===== src/rtl/collision_pkg.sv =====
// Shared types for trex collision detection: box record, scan states.
// Also holds default lives and the trex inner box count.
package collision_pkg;

   typedef struct packed {
      logic signed [11:0] x;
      logic signed [11:0] y;
      logic [9:0]         w;
      logic [9:0]         h;
   } collision_box_t;

   localparam int DEFAULT_LIVES       = 2;
   localparam int COLLISION_BOX_COUNT = 6;

   typedef enum logic [1:0] {
      IDLE,
      OUTER,
      INNER,
      DONE
   } detect_state_t;

   // Sign-extend a coordinate to 13 bits so edge sums cannot wrap.
   function automatic logic signed [12:0] ext13(
      input logic signed [11:0] v
   );
      return {v[11], v};
   endfunction

   // Zero-extend a size to a non-negative 13-bit signed value.
   function automatic logic signed [12:0] len13(
      input logic [9:0] v
   );
      return $signed({3'b000, v});
   endfunction

endpackage


===== src/rtl/box_overlap.sv =====
// Combinational axis-aligned overlap test between two collision boxes.
// Ports: a, b boxes in; overlap out (empty boxes never overlap).
module box_overlap
   import collision_pkg::*;
(
   input  collision_box_t a,
   input  collision_box_t b,
   output logic           overlap
);

   logic signed [12:0] ax0;
   logic signed [12:0] ax1;
   logic signed [12:0] ay0;
   logic signed [12:0] ay1;
   logic signed [12:0] bx0;
   logic signed [12:0] bx1;
   logic signed [12:0] by0;
   logic signed [12:0] by1;
   logic               non_empty;

   assign ax0 = ext13(a.x);
   assign ay0 = ext13(a.y);
   assign bx0 = ext13(b.x);
   assign by0 = ext13(b.y);
   assign ax1 = ax0 + len13(a.w);
   assign ay1 = ay0 + len13(a.h);
   assign bx1 = bx0 + len13(b.w);
   assign by1 = by0 + len13(b.h);

   // A zero-sized box would otherwise pass the strict edge tests.
   assign non_empty = (a.w != '0) && (a.h != '0) &&
                      (b.w != '0) && (b.h != '0);

   assign overlap = non_empty &&
                    (ax0 < bx1) && (ax1 > bx0) &&
                    (ay0 < by1) && (ay1 > by0);

endmodule


===== src/rtl/collision_detector.sv =====
// Scans trex boxes against obstacle boxes each tick, one pair per cycle;
// owns lives and drives trex crack/crash.
// Ports: clk, rst (sync, high), start, trex_* geometry, trex_box[],
// immune, obstacle_box[], obstacle_valid -> busy, crack, crash, lives,
// hit_index.
module collision_detector
   import collision_pkg::*;
#(
   parameter int OBSTACLE_COUNT = 3,
   parameter int LIVES          = DEFAULT_LIVES,
   parameter int TREX_BOX_COUNT = COLLISION_BOX_COUNT
) (
   input  logic                      clk,
   input  logic                      rst,
   input  logic                      start,
   input  logic signed [11:0]        trex_x,
   input  logic signed [11:0]        trex_y,
   input  logic [9:0]                trex_width,
   input  logic [9:0]                trex_height,
   input  collision_box_t            trex_box [TREX_BOX_COUNT],
   input  logic                      immune,
   input  collision_box_t            obstacle_box [OBSTACLE_COUNT],
   input  logic [OBSTACLE_COUNT-1:0] obstacle_valid,
   output logic                      busy,
   output logic                      crack,
   output logic                      crash,
   output logic [1:0]                lives,
   output logic [1:0]                hit_index
);

   localparam logic [1:0] LAST_SLOT  = 2'(OBSTACLE_COUNT - 1);
   localparam logic [2:0] LAST_BOX   = 3'(TREX_BOX_COUNT - 1);
   localparam logic [1:0] LIVES_INIT = 2'(LIVES);

   detect_state_t state;
   detect_state_t state_n;

   logic [1:0] slot;
   logic [1:0] slot_n;
   logic [2:0] box;
   logic [2:0] box_n;
   logic       hit_q;
   logic       hit_n;
   logic       crack_n;
   logic       crash_n;
   logic [1:0] lives_n;
   logic [1:0] hit_index_n;
   logic       snap_load;

   logic signed [11:0]        snap_x;
   logic signed [11:0]        snap_y;
   logic [9:0]                snap_w;
   logic [9:0]                snap_h;
   logic                      snap_immune;
   logic [OBSTACLE_COUNT-1:0] snap_valid;
   collision_box_t            snap_trex [TREX_BOX_COUNT];
   collision_box_t            snap_obs  [OBSTACLE_COUNT];

   collision_box_t outer_box;
   collision_box_t cur_obs;
   collision_box_t cur_trex;
   logic           outer_hit;
   logic           inner_hit;

   // Inputs are frozen at start so mid-scan changes cannot mix ticks.
   always_ff @(posedge clk) begin
      if (snap_load) begin
         snap_x      <= trex_x;
         snap_y      <= trex_y;
         snap_w      <= trex_width;
         snap_h      <= trex_height;
         snap_immune <= immune;
         snap_valid  <= obstacle_valid;
         snap_trex   <= trex_box;
         snap_obs    <= obstacle_box;
      end
   end

   // Outer box is inset by one pixel; narrow trex degrades to empty.
   always_comb begin
      outer_box.x = snap_x + 12'sd1;
      outer_box.y = snap_y + 12'sd1;
      outer_box.w = (snap_w >= 10'd2) ? snap_w - 10'd2 : '0;
      outer_box.h = (snap_h >= 10'd2) ? snap_h - 10'd2 : '0;
   end

   assign cur_obs  = snap_obs[slot];
   assign cur_trex = snap_trex[box];

   box_overlap u_outer (
      .a       (outer_box),
      .b       (cur_obs),
      .overlap (outer_hit)
   );

   box_overlap u_inner (
      .a       (cur_trex),
      .b       (cur_obs),
      .overlap (inner_hit)
   );

   always_ff @(posedge clk) begin
      if (rst) begin
         state     <= IDLE;
         slot      <= '0;
         box       <= '0;
         hit_q     <= 1'b0;
         crack     <= 1'b0;
         crash     <= 1'b0;
         lives     <= LIVES_INIT;
         hit_index <= '0;
      end else begin
         state     <= state_n;
         slot      <= slot_n;
         box       <= box_n;
         hit_q     <= hit_n;
         crack     <= crack_n;
         crash     <= crash_n;
         lives     <= lives_n;
         hit_index <= hit_index_n;
      end
   end

   always_comb begin
      state_n     = state;
      slot_n      = slot;
      box_n       = box;
      hit_n       = hit_q;
      crack_n     = crack;
      crash_n     = crash;
      lives_n     = lives;
      hit_index_n = hit_index;
      snap_load   = 1'b0;
      unique case (state)
         IDLE: begin
            if (start) begin
               snap_load = 1'b1;
               slot_n    = '0;
               box_n     = '0;
               hit_n     = 1'b0;
               state_n   = OUTER;
            end
         end
         OUTER: begin
            if (snap_valid[slot] && outer_hit) begin
               box_n   = '0;
               state_n = INNER;
            end else if (slot == LAST_SLOT) begin
               state_n = DONE;
            end else begin
               slot_n = slot + 2'd1;
            end
         end
         INNER: begin
            if (inner_hit) begin
               hit_n   = 1'b1;
               state_n = DONE;
            end else if (box == LAST_BOX) begin
               if (slot == LAST_SLOT) begin
                  state_n = DONE;
               end else begin
                  slot_n  = slot + 2'd1;
                  state_n = OUTER;
               end
            end else begin
               box_n = box + 3'd1;
            end
         end
         DONE: begin
            state_n = IDLE;
            // After a crash the outputs are frozen until reset.
            if (!crash) begin
               if (hit_q && !snap_immune) begin
                  hit_index_n = slot;
                  if (lives != '0) begin
                     crack_n = 1'b1;
                     lives_n = lives - 2'd1;
                  end else begin
                     crack_n = 1'b0;
                     crash_n = 1'b1;
                  end
               end else begin
                  crack_n = 1'b0;
               end
            end
         end
         default: state_n = IDLE;
      endcase
   end

   assign busy = (state != IDLE);

endmodule

===== config.mk =====
export PLATFORM = sky130hd
export DESIGN_NAME = collision_detector
export DESIGN_NICKNAME = d
export VERILOG_FILES = /design/src/rtl/collision_pkg.sv /design/src/rtl/box_overlap.sv /design/src/rtl/collision_detector.sv
export SDC_FILE = /design/constraint.sdc
export NUM_CORES = 1
export LEC_CHECK = 0
export BUFFER_PORTS_ARGS = -buffer_cell sky130_fd_sc_hd__buf_4
export CAP_MARGIN = 15
export CORE_AREA = 3 3 314 254
export DETAILED_ROUTE_END_ITERATION = 6
export DIE_AREA = 0 0 317 257
export GPL_ROUTABILITY_DRIVEN = 0
export PLACE_DENSITY_LB_ADDON = 0.3
export SKIP_LAST_GASP = 1
export SYNTH_ARGS = -nofsm -noshare
export SYNTH_HDL_FRONTEND = slang
export SYNTH_SLANG_ARGS = --single-unit

===== constraint.sdc =====
create_clock -name clk -period 31.6 [get_ports clk]
set_input_delay 4.74 -clock clk [delete_from_list [all_inputs] [get_ports clk]]
set_output_delay 4.74 -clock clk [all_outputs]
set_load 0.01 [all_outputs]

# Yosys cells after proc, flatten, opt, wreduce, memory -nomap -nowiden
# Index checks and enable logic that the tools add are counted.
# totals
register_bits,458
input_bits,447
# op_classes
n_lt_le_gt_ge,13
n_mux,38
eq_ne,14
n_reduce_logical,35
n_bitwise,3
addsub,13
# op_table
cell,n
44-bit 2-to-1 mux,4
44-bit binary-select mux with 3-bit select,1
44-bit binary-select mux with 2-bit select,1
12-bit by 11-bit adder with 13-bit output,6
10-bit nonzero test,6
13-bit by 12-bit > comparator with 1-bit output,4
12-bit by 13-bit less-than comparator with 1-bit output,4
12-bit by 2-bit adder with 12-bit output (second input constant),2
2-bit 2-to-1 mux,11
10-bit by 2-bit greater-or-equal comparator with 1-bit output (second input constant),2
10-bit 2-to-1 mux,2
10-bit by 2-bit subtractor with 10-bit output (second input constant),2
1-bit logical AND,16
2-bit inequality test (second input constant),7
3-bit 2-to-1 mux,4
1-bit 2-to-1 mux,10
5-bit AND reduction,2
3-bit case mux with 3 select lines,1
3-bit AND reduction,3
2-bit case mux with 4 select lines,1
2-bit == test (second input constant),3
3-bit inequality test (second input constant),2
2-bit case mux with 3 select lines,1
2-bit nonzero test,3
other kinds (18),18

# Logic depth before layout (Yosys ltp)
# logic_depth
depth_word,14
mapped_depth,28
mapped_depth_nobuf,24

# Modules after synthesis
# From an unflattened synthesis, not the netlist that was laid out.
# hier_totals
cells_unflattened,1836
area_unflattened_um2,24016.8
# by_module_without_submodules
mod,cells_each,instances,area_per_inst_um2,seq_area_each_um2
collision_detector,1002,1,17765.8,13613.1
box_overlap (u_outer),411,1,3143.0,0.0
box_overlap (u_inner),423,1,3108.0,0.0

# Least setup slack after synthesis
# No wires, ideal clock.
# synth_path
kind,input port to flip-flop
startpoint,in start
endpoint,"reg snap_h[0], enable pin"
arrival_time_ns,13.356
setup_ns,0.793
slack_ns,17.451
stages,2
cell_sequence,nand2_1 -> inv_1
# synth_between
elab_chain_cells,2
# synth_rtl
element,line_no,source
from (decl),collision_detector.sv:15,"input logic start,"
1-bit 2-to-1 mux,collision_detector.sv:136,if (start) begin
1-bit 2-to-1 mux,collision_detector.sv:134,unique case (state)
via snap_load,collision_detector.sv:48,logic snap_load;
to (signal assigned),collision_detector.sv:71,snap_h <= trex_height;
to (decl),collision_detector.sv:53,logic [9:0] snap_h;
# The timed path passes the listed nets, and every way through them passes these cells.
# A chain may end at the register's enable or synchronous reset.

# Worst setup path in the final report
# layout_path
startpoint,in start
endpoint,"reg snap_y[4], enable pin"
# layout_between
elab_chain_cells,2
# layout_rtl
element,line_no,source
1-bit 2-to-1 mux,collision_detector.sv:136,
1-bit 2-to-1 mux,collision_detector.sv:134,
via snap_load,collision_detector.sv:48,
to (signal assigned),collision_detector.sv:69,snap_y <= trex_y;
to (decl),collision_detector.sv:51,logic signed [11:0] snap_y;
# The timed path passes the listed nets, and every way through them passes these cells.

==> flow_summary.json <==
{
  "status": "finished clean",
  "hold_path_startpoint": "crack",
  "cts_resized": 0,
  "cp.required_ns": 31.79,
  "peakVddDrop_uv": 47.90,
  "netlist_top_cells_count": "edfxtp_1 (444), ha_1 (173), nor2_1 (107)",
  "overflow": 0,
  "antenna_found_initial": 2,
  "leakage_uw": 0.01135,
  "clock_sinks": 458,
  "report.final.slew_viol_count": 0,
  "end_kind": "register",
  "postRouteAntennaNets": 0,
  "wl_per_cell_um": 21.41,
  "cts_setup_buffers": 0,
  "ys_seq_area_frac": 0.5932,
  "synthesis.area_per_instance_um2": 13.89,
  "min_period_ns": 7.294,
  "finalHoldViolations": 0,
  "postSynth.asyncResetShare": 0,
  "instances_no_fill": 3195,
  "slew_headroom": 0.2248,
  "arrival_ns": 7.49,
  "post-dp-hpwl_um": 53310,
  "dieArea_um2": 81470,
  "p_per_area_nw_per_um2": 89.76,
  "clkSlewWorstSetupHoldPaths_ns": 0.06,
  "synth_warnings": 0,
  "drive_gt1_frac": 0.2802,
  "area_growth_pct": 27.71,
  "cts_tree": "built",
  "std_cell_rows": 91,
  "place_inst": 3102,
  "synth_top_area_share": 0.5810,
  "synth.most_common_cell": "edfxtp_1",
  "synth-edff-count": 444,
  "crit_fanout": 131,
  "syn-num-nets": 2278,
  "ctsHoldBuffers": 0,
  "cts_buffers": 49,
  "die_h_um": 257,
  "grt_pass1_wl_um": 99110,
  "vias_per_cell": 4.813,
  "startpoint_type": "input pin",
  "die_w_um": 317,
  "worstMarginPinSlew_ns": 1.151,
  "core_um2": 76860,
  "max_freq_mhz": 137.1,
  "drt_iter0_drc": 1035,
  "grt_usage": 0.1647,
  "grt_pass1_vias": 15910,
  "layout.nets": 2756,
  "cp-startpoint": "start",
  "vias": 15380,
  "ios": 454,
  "initial_core_util": 0.2986,
  "skew_ns": 0.02024,
  "clk_root_buffer_cell": "clkbuf_16",
  "grt_max_degree": 165,
  "fin_tns_setup_ns": 0,
  "routed_wl_um": 68390,
  "postSynthCellCount": 1652,
  "max_cap_violations": 0,
  "drc": 0,
  "synth_area_leaders": "edfxtp_1 (58%), ha_1 (9.4%), mux2i_1 (4.3%), mux4_2 (3.5%), xnor2_1 (2.5%)",
  "r2r_start": "slot[0]",
  "clock_latency_ns": 0.59,
  "clockBufferDepth": 3,
  "synth_cell_types": 77,
  "hp-class": "reg -> reg",
  "htree_levels": 2,
  "ys_ff_latch": 458,
  "setup_violations": 0,
  "port_buffers": 453,
  "first_pass_iters": 5,
  "r2r_setup_slack_ns": 24.50,
  "critPathKind": "in -> reg",
  "grt_setup_unrepaired": "no",
  "yosysTopAreaCell": "edfxtp_1",
  "fin_crit_sh": 0.2308,
  "synth_flop_cell": "edfxtp_1",
  "synth_area_um2": 22950
}
==> metrics by stage <==
step	instance area (um^2)	hold slack [ns]	util	power (uW)	worst slack, ns
final	29310	0.4819	0.3813	2630	24.31
after global routing	29310	0.4973	0.3813	2828	23.72
after floorplan	22950	0.4498	-	1717	17.45
after CTS	29300	0.4825	0.3812	2653	24.30
after global placement	27520	0.4713	0.3581	1974	23.77
after detailed placement	27540	0.4722	0.3584	2019	23.67
==> sequential cells by signal, indices dropped and copies added (netlist names) <==
name,cells
hit_index,2
crash,1
lives,2
snap_x,12
snap_valid,3
slot,2
snap_y,12
hit_q,1
snap_w,10
crack,1
snap_immune,1
snap_h,10
box,3
snap_trex,264
snap_obs,132
state,2
==> cell usage in the layout, fill, tap and decap left out, types with 66 or more instances in the layout <==
cell type and n:
buf_4 470, edfxtp_1 444, ha_1 173, nor2_1 107
mux2i_1 99, a21oi_1 90, nand2_1 87, inv_1 80
o21ai_0 67, xnor2_1 66
==> cells by family after synthesis <==
kind of cell | after synthesis | share of synthesized area
AND/OR/NAND/NOR | 347 | 0.07383
multiplexers | 146 | 0.08784
XOR/XNOR | 87 | 0.03321
AO/OA/AOI/OAI | 309 | 0.08779
flip-flops | 458 | 0.5932
buffers and inverters | 126 | 0.02454
adder cells (fa/ha/maj) | 179 | 0.09956
==> worst max-delay path, cell delays in order <==
cell and delay, ns:
buf_4 0.09, nand2_1 0.13, inv_8 0.58, buf_4 0.90, buf_4 0.86
==> report_power, final <==
part	internal (uW)	total, uW	switching (uW)
clock	378	620	242
sequential	827	871	44.2
combinational	462	1140	677
total	1670	2630	964
==> cell type report <==
class	instances	area [um^2]
fill	7301	47550
sequential	458	13620
multi-input combinational	1068	8778
timing repair buffer	471	3548
clock buffer	57	1297
tap	1023	1280
clock inverter	34	460.4
inverter	82	315.3
antenna	2	5.005
==> per-layer routing <==
metal / track usage / vias to the layer above / wire [um]
met4: 0.05671 / 0 / 2194
met5: 0 / - / 0
met3: 0.04010 / 107 / 4316
met1: 0.2040 / 7461 / 27830
li1: - / 7345 / -
met2: 0.2796 / 463 / 34050
==> final timing paths <==
check | to | depth (start not counted)
worst max register to register | box[0] | 24
worst min-delay path | crack | 2
worst min register to register | crack | 2
worst max-delay path | snap_y[4] | 5
Power figures use the tool's default switching activity.
